[src/rtl/hilo_pkg.sv]
// rtl/hilo_pkg.sv - shared constants, state encoding and helpers for the HI/LO unit
package hilo_pkg;

  localparam logic [5:0] F_MFHI  = 6'h10;
  localparam logic [5:0] F_MTHI  = 6'h11;
  localparam logic [5:0] F_MFLO  = 6'h12;
  localparam logic [5:0] F_MTLO  = 6'h13;
  localparam logic [5:0] F_MULT  = 6'h18;
  localparam logic [5:0] F_MULTU = 6'h19;
  localparam logic [5:0] F_DIV   = 6'h1A;
  localparam logic [5:0] F_DIVU  = 6'h1B;

  localparam int          ITER_COUNT = 32;
  localparam logic [31:0] DIV_ZERO_Q = 32'hFFFF_FFFF;

  typedef enum logic [1:0] {
    IDLE = 2'd0,
    MUL  = 2'd1,
    DIV  = 2'd2,
    FIX  = 2'd3
  } state_t;

  function automatic logic is_hilo(input logic [5:0] f);
    return (f == F_MFHI) || (f == F_MTHI) || (f == F_MFLO) || (f == F_MTLO) ||
           (f == F_MULT) || (f == F_MULTU) || (f == F_DIV) || (f == F_DIVU);
  endfunction

  // Magnitude of v when treated as signed, otherwise v unchanged.
  function automatic logic [31:0] mag(input logic [31:0] v, input logic sgn);
    return (sgn && v[31]) ? -v : v;
  endfunction

endpackage

[src/rtl/hilo_iter.sv]
// rtl/hilo_iter.sv - one combinational step of shift-add multiply or restoring divide
module hilo_iter
  import hilo_pkg::*;
(
  input  logic        div_mode,
  input  logic [63:0] acc,
  input  logic [31:0] opnd,
  output logic [63:0] acc_next
);

  logic [32:0] sum;
  logic [32:0] top;
  logic [31:0] diff;
  logic        ge;

  // Multiply: acc = {partial, multiplier}; divide: acc = {remainder, dividend/quotient}.
  always_comb begin
    sum      = {1'b0, acc[63:32]} + (acc[0] ? {1'b0, opnd} : 33'd0);
    top      = acc[63:31];
    ge       = top >= {1'b0, opnd};
    diff     = ge ? (top[31:0] - opnd) : top[31:0];
    acc_next = div_mode ? {diff, acc[30:0], ge} : {sum, acc[31:1]};
  end

endmodule

[src/rtl/hilo_muldiv.sv]
// rtl/hilo_muldiv.sv - MIPS HI/LO unit: iterative MULT/DIV plus MFHI/MFLO/MTHI/MTLO
module hilo_muldiv
  import hilo_pkg::*;
(
  input  logic        clk,
  input  logic        rst,
  input  logic        start,
  input  logic [5:0]  funct,
  input  logic [31:0] a,
  input  logic [31:0] b,
  output logic        busy,
  output logic        stall,
  output logic        Hi,
  output logic        Lo,
  output logic [31:0] HiLo_out,
  output logic [31:0] hi_q,
  output logic [31:0] lo_q
);

  state_t      state, state_next;
  logic [5:0]  cnt;
  logic [63:0] acc, acc_next, prod;
  logic [31:0] opnd, quo, rem, fix_hi, fix_lo;
  logic        op_div, div_zero, neg_res, neg_rem;
  logic        is_mul, is_div, is_signed, accept;

  assign busy  = (state != IDLE);
  assign stall = start && is_hilo(funct) && (busy || (state != IDLE));

  always_comb begin
    is_mul    = (funct == F_MULT) || (funct == F_MULTU);
    is_div    = (funct == F_DIV)  || (funct == F_DIVU);
    is_signed = (funct == F_MULT) || (funct == F_DIV);
    accept    = start && (state == IDLE);
  end

  always_ff @(posedge clk or negedge rst) begin
    if (!rst) state <= IDLE;
    else      state <= state_next;
  end

  always_comb begin
    state_next = state;
    case (state)
      IDLE: begin
        if (accept && is_mul)      state_next = MUL;
        else if (accept && is_div) state_next = (b == 32'd0) ? FIX : DIV;
      end
      MUL, DIV: if (cnt == 6'(ITER_COUNT - 1)) state_next = FIX;
      FIX:      state_next = IDLE;
      default:  state_next = IDLE;
    endcase
  end

  hilo_iter u_iter (
    .div_mode (op_div),
    .acc      (acc),
    .opnd     (opnd),
    .acc_next (acc_next)
  );

  // Sign correction and divide-by-zero result applied at the FIX edge.
  always_comb begin
    prod   = neg_res ? -acc : acc;
    quo    = neg_res ? -acc[31:0] : acc[31:0];
    rem    = neg_rem ? -acc[63:32] : acc[63:32];
    fix_hi = prod[63:32];
    fix_lo = prod[31:0];
    if (div_zero) begin
      fix_hi = acc[31:0];
      fix_lo = DIV_ZERO_Q;
    end else if (op_div) begin
      fix_hi = rem;
      fix_lo = quo;
    end
  end

  always_ff @(posedge clk or negedge rst) begin
    if (!rst) begin
      cnt      <= '0;
      acc      <= '0;
      opnd     <= '0;
      op_div   <= 1'b0;
      div_zero <= 1'b0;
      neg_res  <= 1'b0;
      neg_rem  <= 1'b0;
      Hi       <= 1'b0;
      Lo       <= 1'b0;
      HiLo_out <= '0;
      hi_q     <= '0;
      lo_q     <= '0;
    end else begin
      Hi <= 1'b0;
      Lo <= 1'b0;
      case (state)
        IDLE: if (accept) begin
          cnt <= '0;
          if (is_mul || is_div) begin
            op_div   <= is_div;
            div_zero <= is_div && (b == 32'd0);
            neg_res  <= is_signed && (a[31] ^ b[31]);
            neg_rem  <= is_signed && a[31];
            opnd     <= is_div ? mag(b, is_signed) : mag(a, is_signed);
            if (is_div) acc <= {32'd0, (b == 32'd0) ? a : mag(a, is_signed)};
            else        acc <= {32'd0, mag(b, is_signed)};
          end
          case (funct)
            F_MTHI: hi_q <= a;
            F_MTLO: lo_q <= a;
            F_MFHI: begin HiLo_out <= hi_q; Hi <= 1'b1; end
            F_MFLO: begin HiLo_out <= lo_q; Lo <= 1'b1; end
            default: ;
          endcase
        end
        MUL, DIV: begin
          acc <= acc_next;
          cnt <= cnt + 6'd1;
        end
        FIX: begin
          cnt  <= '0;
          hi_q <= fix_hi;
          lo_q <= fix_lo;
        end
        default: ;
      endcase
    end
  end

endmodule

[config.mk]
export PLATFORM = sky130hd
export DESIGN_NAME = hilo_muldiv
export DESIGN_NICKNAME = d
export VERILOG_FILES = /design/src/rtl/hilo_pkg.sv /design/src/rtl/hilo_iter.sv /design/src/rtl/hilo_muldiv.sv
export SDC_FILE = /design/constraint.sdc
export NUM_CORES = 1
export LEC_CHECK = 0
export CAP_MARGIN = 0
export CORE_UTILIZATION = 50
export DETAILED_ROUTE_END_ITERATION = 6
export GPL_TIMING_DRIVEN = 0
export MAX_ROUTING_LAYER = met4
export PLACE_DENSITY = 0.77
export SLEW_MARGIN = 10
export SYNTH_ARGS = -nofsm -noshare
export SYNTH_HDL_FRONTEND = slang
export SYNTH_SLANG_ARGS = --single-unit
export TNS_END_PERCENT = 1
[constraint.sdc]
create_clock -name clk -period 3.5 [get_ports clk]
set_input_delay 0.875 -clock clk [delete_from_list [all_inputs] [get_ports clk]]
set_output_delay 0.875 -clock clk [all_outputs]
set_load 0.05 [all_outputs]
==> metrics list, run 1 <==
- Worst Reg-to-Reg Cells: 10
* Vertical die dimension: 189.4 microns
- Dividing the final minimum period by the clock period gives 1.002.
- Walking the worst path, the cells encountered are buf_4, or4_1, nor4_4, nand4_2, and2_4, o21ai_2, a31oi_1, xnor2_2, o21ai_1, a221o_1.
- The die is 189.4 microns wide.
* Post-synth ARST share: 1.000
- Counting flops with a built-in enable in the synthesized netlist gives 0.
- The worst setup path is captured at a register.
* Number of antenna violations at the first check in global routing: 0
* Maximum number of pins on one net before global-route repair: 108
* Total power: 19.78 mW
* Cell at the root of the clock tree: sky130_fd_sc_hd__clkbuf_16
- In this run the critical register-to-register path is captured at hi_q[19]$_DFFE_PN0P_.
* Data arrival time of the worst path: 3.94 ns
* Post-route worst hold slack: 0.3322 ns
- The first routing iteration left 2321 violations.
- The share of total power dissipated in sequential elements is 0.214.
* Synth Register Bits: 206
* Number of diodes added for antenna fixing: 0
- For this configuration, the core starts out at a cell density of 0.5086.
- The wire-length estimate of the detail-placed layout is 60.30 mm.
- The die covers 35890 sq um.
* Reg clk slew, reported paths: 0.06 ns
- Post-DR wirelength/cell: 25.88 microns
* Clock latency on the worst-skew pair: 0.55 ns
- In this run the standard cell core region covers 34540 sq um.
- The setup check on the worst reg-to-reg path leaves a slack of -0.006 ns.
- The congestion estimate from routability-driven global placement came to 0.9948.
* CTS sink cnt: 206
* Clock tree from TritonCTS: built
* Worst Path Class, Setup: register to register
* Bufs on Longest Clock Path: 3
* Number of inserted filler cells in the final layout: 3242
- Required time reported for the critical path endpoint: 3.93 ns
- The total overflow left after global routing is 0.
- Fraction of layout cells with a size suffix above 1: 0.07912
- Failing checks: setup timing
* HP Class: input port to async pin
- The count of buffers added on input and output ports is 158.
- Num CTS Buffers: 24
* Nets@finish: 2618
- Maximum single-stage delay on the critical path: 0.62 ns
* Leakage dissipation: 9.037 nW
- 173 I/O pins were placed.
* Total track usage: 0.4320
- Max_slew headroom: 0.1447
* Count of cell types in the netlist: 84
- Dominant synthesized flop cell: sky130_fd_sc_hd__dfrtp_1
- The flow ran to the end, but the final reports show violations.
* Vias after detailed routing: 19350
* Setup crit start kind: register
- Startpoint of the most critical register-to-register path: acc[0]$_DFFE_PN0P_
* Worst Clk Skew: 0.02212 ns
- Synthesized netlist cell count: 2274
- From synthesis to final layout, the design area changed by 19.75%.
* Final Hold Vio Count: 0
- Final setup viols: 1
- Across all setup checks in the final design, the least slack found is -0.005967 ns.
- After floorplanning, the core was divided into 68 placement rows.
- Via-per-instance ratio: 6.569
- Max Slew Vio Count: 0
- Antenna viol nets, final: 0
- Minimum period implied by the final worst setup slack: 3.506 ns
- Internal Dissipation: 9.007 mW
- Syn Std Cell Area: 17570 sq um
- Top fanout value on the critical path: 6
- Peak VDD IR: 0.5815 mV
* CTS H-tree depth: 1
- Areal power density over the cells: 940.4 nW/um^2
* Worst-Margin Slew: 1.283 ns
- The analysis attributes to net switching a power of 10.78 mW.
- Setup repair after global routing could not meet its margin everywhere.
* Synthesized area per cell: 7.726 sq um
- The tool flagged a number of max-cap violations equal to 0.
- Slowest stage cell, crit path: sky130_fd_sc_hd__or4_1
* Aggregate routed wire length: 76.21 mm
- First-pass iteration count of the detailed router: 6
- Wire length of the first global-routing pass: 113.1 mm
* Part of the Yosys area used for sequential elements: 0.2934
* Remaining routing DRC violations: 0
- The via count of the first global-routing pass was 17930.
* Combinational cell fraction of total power: 0.661
- Number of nets in the synthesized netlist: 2420
- Of the total power, the clock network draws 0.126.
* Count of warnings emitted by yosys: 0
* Switching power as a share of total power: 0.5448
- Maximum frequency from static timing analysis: 0.2852 GHz
-- power groups by stage --
stage / logic, mW / registers, mW / clock network, mW
final: 13.1 / 4.22 / 2.49
after detailed placement: 12.4 / 4.22 / 0
after global routing: 13.8 / 4.30 / 2.57
after CTS: 12.5 / 4.19 / 2.48
after floorplan: 6.91 / 5.42 / 0
after global placement: 12.2 / 4.19 / 0
-- cell usage after synthesis (37+ instances only) --
cell type,instances,area share
sky130_fd_sc_hd__a21oi_1,211,0.060
sky130_fd_sc_hd__inv_1,64,0.014
sky130_fd_sc_hd__o21ai_0,207,0.059
sky130_fd_sc_hd__nand3_1,43,0.012
sky130_fd_sc_hd__nand2_1,272,0.058
sky130_fd_sc_hd__dfrtp_1,206,0.29
sky130_fd_sc_hd__mux2i_1,76,0.043
sky130_fd_sc_hd__clkbuf_1,130,0.028
sky130_fd_sc_hd__ha_1,71,0.051
sky130_fd_sc_hd__xor2_1,77,0.038
sky130_fd_sc_hd__nor2_1,237,0.051
sky130_fd_sc_hd__xnor2_1,114,0.057
sky130_fd_sc_hd__o211ai_1,37,0.016
sky130_fd_sc_hd__nor3_1,43,0.012
-- sequential cells by signal (all words and copies together), names as in the netlist --
register  flops
cnt           6
lo_q         32
state         2
hi_q         32
Lo            1
div_zero      1
neg_rem       1
acc          64
Hi            1
op_div        1
neg_res       1
HiLo_out     32
opnd         32
-- logic make-up after synthesis --
logic type,synth area share
compound gates,0.2530
xor+xnor,0.09522
fa+ha+maj,0.05285
buf+inv,0.05384
flops,0.2934
mux,0.04971
simple gates,0.2020
-- area by class of cell --
type | count | area [sq um] | area share
clock inverter | 13 | 98.84 | 0.004698
tap | 455 | 569.3 | 0.02706
sequential | 206 | 5166 | 0.2456
timing repair buffer | 175 | 1734 | 0.08243
buffer | 164 | 710.7 | 0.03378
multi-input combinational | 1836 | 11850 | 0.5632
clock buffer | 31 | 666.9 | 0.03170
inverter | 65 | 244.0 | 0.01160
-- through the flow --
step	setup TNS [ns]	instance area, sq um	std cells	util	setup WS [ns]
after floorplan	0	17570	2274	-	0.1096
after global placement	-1524.62	19720	2887	0.5708	-7.037
after detailed placement	-86.00	19750	2888	0.5718	-1.215
after CTS	-0.2455	20770	2941	0.6013	-0.07979
after global routing	-1.215	21040	2945	0.6090	-0.1127
final	-0.005967	21040	2945	0.6090	-0.005967
-- timing repair --
item / CTS / global route
hold buffers: 0 / 0
gates resized for setup: 64 / 56
setup endpoints to repair: 88 / 105
pin swaps: 6 / 7
setup buffers: 9 / 7
-- worst max-delay path, delay by kind of cell (launching register included) --
kind / cells / cell delay, ns
compound gates: 4 / 0.84
xor+xnor: 1 / 0.33
buf+inv: 1 / 0.18
flops: 1 / 0.43
simple gates: 4 / 1.59
-- layout by cell type, fill, tap and decap left out, drive strengths merged, types with 18 or more instances in the layout --
cell type | Yosys | final
nor3 | 44 | 44
inv | 64 | 65
a21o | 35 | 35
o22ai | 36 | 36
o31ai | 31 | 31
a21oi | 213 | 213
a31oi | 21 | 21
xnor2 | 114 | 114
xor2 | 77 | 77
a211oi | 18 | 18
clkdlybuf4s50 | 0 | 148
mux2i | 76 | 76
nor2 | 237 | 237
clkbuf | 132 | 160
buf | 35 | 53
nand2 | 273 | 273
nand2b | 26 | 26
nor4 | 28 | 28
dfrtp | 206 | 206
ha | 71 | 71
o211ai | 37 | 37
o21ai | 218 | 218
nand3 | 43 | 43
-- how the worst max path moves through the flow --
stage | start | to | slack [ns]
global placement | rst | acc[50]$_DFFE_PN0P_ | -7.04
CTS | acc[0]$_DFFE_PN0P_ | acc[63]$_DFFE_PN0P_ | -0.08
floorplan | a[1] | acc[26]$_DFFE_PN0P_ | 0.11
detailed placement | acc[0]$_DFFE_PN0P_ | acc[63]$_DFFE_PN0P_ | -1.22
finish | acc[0]$_DFFE_PN0P_ | hi_q[19]$_DFFE_PN0P_ | -0.006
global route | opnd[0]$_DFFE_PN0P_ | acc[63]$_DFFE_PN0P_ | -0.11
-- layer usage --
| metal | global-route usage | wire [microns] | share of wire | up-vias |
|---|---|---|---|---|
| met2 | 0.6338 | 32850 | 0.43 | 1204 |
| met5 | - | 0 | 0 | - |
| met3 | 0.06117 | 7570 | 0.099 | 225 |
| li1 | - | - | - | 8556 |
| met1 | 0.5771 | 31210 | 0.41 | 9360 |
| met4 | 0.2255 | 4583 | 0.060 | 0 |
Note: power is estimated with default switching activity, not from simulation.
==> inputs of run 2 (changes only) <==
--- a/config.mk
+++ b/config.mk
@@ -8,9 +8,10 @@
 export CAP_MARGIN = 0
 export CORE_UTILIZATION = 50
 export DETAILED_ROUTE_END_ITERATION = 6
-export GPL_TIMING_DRIVEN = 0
+export GPL_TIMING_DRIVEN = 1
 export MAX_ROUTING_LAYER = met4
 export PLACE_DENSITY = 0.77
+export SKIP_LAST_GASP = 1
 export SLEW_MARGIN = 10
 export SYNTH_ARGS = -nofsm -noshare
 export SYNTH_HDL_FRONTEND = slang
==> metrics list, run 2 (synthesis gave the netlist of run 1 again) <==
- Run status: finished, final reports clean
* Worst Path Class, Setup: register to register
- Final Hold Vio Count: 0
- The floorplan step defined a die boundary enclosing 35890 sq um.
- The die is 189.4 microns tall.
* Number of global-route vias before repair: 18090
- Bufs on Longest Clock Path: 3
- For this design, the slowest cell found on the critical path is sky130_fd_sc_hd__a2111oi_0.
* Max_slew headroom: 0.4100
- Worst Clk Skew: 0.01026 ns
- The signal on the critical path passes through inv_1, buf_12, buf_12, buf_4, nor2_1, ha_1, a21o_1, a2111oi_0, buf_4, o31ai_1, a31oi_1, buf_4, o21bai_1, xor2_1, a22oi_1, nand3_1.
* Vias after detailed routing: 19260
- CTS built an H-tree with a depth of 1.
* Num CTS Buffers: 25
- Maximum frequency from static timing analysis: 0.2902 GHz
- Routability Congestion: 1.032
- Counting both buffers and inverters, the worst setup path holds a total of 6.
- HP Class: input port to async pin
- Counting stages on the worst path, the most repeated cell is sky130_fd_sc_hd__buf_4.
* Cell family with the largest share of critical-path delay: compound AO/OA/AOI/OAI gates
* Residual overflow from global routing: 0
* Reported max-cap violation count: 0
- Switching power as a share of total power: 0.5079
- At the pin with the least slew margin, the transition time is 0.8850 ns.
* Starting utilization of the core area: 0.5086
- Power comes to 20.25 mW.
- Rows: 68
* P&R area growth vs syn: 27.90%
* Clock power share: 0.130
* Number of inserted filler cells in the final layout: 2975
- Largest Register: acc
* Setup crit start kind: register
- After detailed routing, the number of vias per cell comes to 6.250.
- Nets@finish: 2757
* Antenna viol nets, final: 0
- Entering global routing, the biggest net connects 87 pins.
- After layout, the minimum clock period comes to 3.446 ns.
- Hold timing on the final database bottoms out at a slack of 0.3173 ns.
* Worst Reg-to-Reg Cells: 16
* Sequential group share of total power: 0.205
- Wire length of the first global-routing pass: 105.6 mm
- Areal power density over the cells: 901.1 nW/um^2
* Internal Dissipation: 9.964 mW
- Number of port buffers: 172
- In the final routed layout, each cell accounts on average for 22.25 microns.
* Number of diodes added for antenna fixing: 0
- The register with the most flip-flops in the layout has 64 of them.
* Width of the chip: 189.4 microns
- Reg clk slew, reported paths: 0.06 ns
- Top-level port count: 173
- Floorplan Core Area: 34540 sq um
- Reg-to-Reg End: acc[59]$_DFFE_PN0P_
- Commonest cells after routing, fill and taps aside: 295 x sky130_fd_sc_hd__buf_4, 272 x sky130_fd_sc_hd__nand2_1, 237 x sky130_fd_sc_hd__nor2_1, 210 x sky130_fd_sc_hd__a21oi_1
- In the routed design, unresolved DRC markers number 0.
- Fraction of layout cells with a size suffix above 1: 0.1504
* Post-DP HPWL: 53.96 mm
- Maximum single-stage delay on the critical path: 0.43 ns
- The worst register-to-register path has a setup slack of 0.05 ns.
* Final worst path period share: 0.9846
- Hold_buf cts: 0
- The root buffer cell chosen for the clock tree is sky130_fd_sc_hd__clkbuf_16.
- Setup repair after global routing could not meet its margin everywhere.
- Summed over all cells, the static leakage comes to 10.18 nW.
- Net switching component of the power: 10.28 mW
- The first detailed-routing pass took 6 iterations.
- Of all nets on the critical path, the largest fanout is 16.
- Leaving out fill and tap cells, the most frequent cell in the layout is sky130_fd_sc_hd__buf_4.
- The number of pins with negative max-slew slack in the final report came to 0.
- Clock tree from TritonCTS: built
* Aggregate routed wire length: 68.59 mm
* Data arrival time of the worst path: 3.85 ns
- Launch point of the worst path: acc[0]$_DFFE_PN0P_
- Clock latency on the worst-skew pair, taken at its later pin, is 0.55 ns.
* Required time reported for the critical path endpoint: 3.90 ns
- Across every metal layer, demand over resource in global routing totals 0.3922.
- Peak VDD IR: 0.7454 mV
* Startpoint of the most critical register-to-register path: acc[0]$_DFFE_PN0P_
- Kind of end point of the critical path: register
* Number of antenna violations at the first check in global routing: 0
* Initial DRC count: 2384
- Combinational cell fraction of total power: 0.665
- Setup violations remaining at the end of the flow were counted as 0.
* CTS sink cnt: 206
-- run 2: what timing repair did --
item                                    in CTS  in global routing
pin swaps                                    1                  0
endpoints found under the hold margin        0                  0
buffers inserted                             4                  0
endpoints found under the setup margin       6                 13
gates resized for setup                      2                  3
-- run 2: worst register-to-register path, cell delays in order, from the launching register on --
cell and delay [ns]:
sky130_fd_sc_hd__dfrtp_1 0.40, sky130_fd_sc_hd__inv_1 0.14, sky130_fd_sc_hd__buf_12 0.14, sky130_fd_sc_hd__buf_12 0.12
sky130_fd_sc_hd__buf_4 0.21, sky130_fd_sc_hd__nor2_1 0.08, sky130_fd_sc_hd__ha_1 0.29, sky130_fd_sc_hd__a21o_1 0.19
sky130_fd_sc_hd__a2111oi_0 0.43, sky130_fd_sc_hd__buf_4 0.19, sky130_fd_sc_hd__o31ai_1 0.06, sky130_fd_sc_hd__a31oi_1 0.32
sky130_fd_sc_hd__buf_4 0.22, sky130_fd_sc_hd__o21bai_1 0.09, sky130_fd_sc_hd__xor2_1 0.14, sky130_fd_sc_hd__a22oi_1 0.17
sky130_fd_sc_hd__nand3_1 0.10
-- run 2: how the worst max path moves through the flow --
stage | to | slack (ns) | depth (start not counted)
floorplan | acc[26]$_DFFE_PN0P_ | 0.11 | 12
global placement | acc[28]$_DFFE_PN0P_ | -0.35 | 13
detailed placement | opnd[20]$_DFFE_PN0P_ | -0.38 | 11
CTS | acc[62]$_DFFE_PN0P_ | -0.002 | 15
global route | acc[59]$_DFFE_PN0P_ | -0.09 | 16
finish | acc[59]$_DFFE_PN0P_ | 0.05 | 16
-- run 2: area by class of cell --
type	count	area, sq um	area share
clock inverter	12	142.6	0.006348
timing repair buffer	477	4150	0.1847
clock buffer	31	678.2	0.03018
inverter	65	244.0	0.01086
sequential	206	5156	0.2295
tap	455	569.3	0.02534
multi-input combinational	1836	11530	0.5131
-- run 2: layer usage --
metal | global-route usage | wire length, microns | vias up | part of all wire
met5 | - | 0 | - | 0
met4 | 0.1780 | 3561 | 0 | 0.052
met3 | 0.05505 | 7441 | 166 | 0.11
met2 | 0.5713 | 29280 | 1065 | 0.43
met1 | 0.5376 | 28310 | 9209 | 0.41
li1 | - | - | 8821 | -
-- run 2: power groups by stage --
stage	Combinational, mW	Sequential, mW	Clock [mW]
2_1_floorplan	6.91	5.42	0
3_3_place_gp	12.9	4.12	0
3_5_place_dp	13.0	4.15	0
4_1_cts	13.2	4.12	2.66
5_1_grt	14.4	4.26	2.75
6_report	13.5	4.16	2.63
-- run 2: metrics by stage --
| step | instance area (sq um) | TNS (ns) | std cells | util | setup slack, ns |
|---|---|---|---|---|---|
| after floorplan | 17570 | 0 | 2274 | - | 0.1096 |
| after global placement | 21600 | -8.162 | 3035 | 0.6252 | -0.3546 |
| after detailed placement | 21600 | -9.772 | 3035 | 0.6252 | -0.3796 |
| after CTS | 22470 | -0.001525 | 3082 | 0.6504 | -0.001525 |
| after global routing | 22470 | -0.5480 | 3082 | 0.6505 | -0.09005 |
| final | 22470 | 0 | 3082 | 0.6505 | 0.05398 |
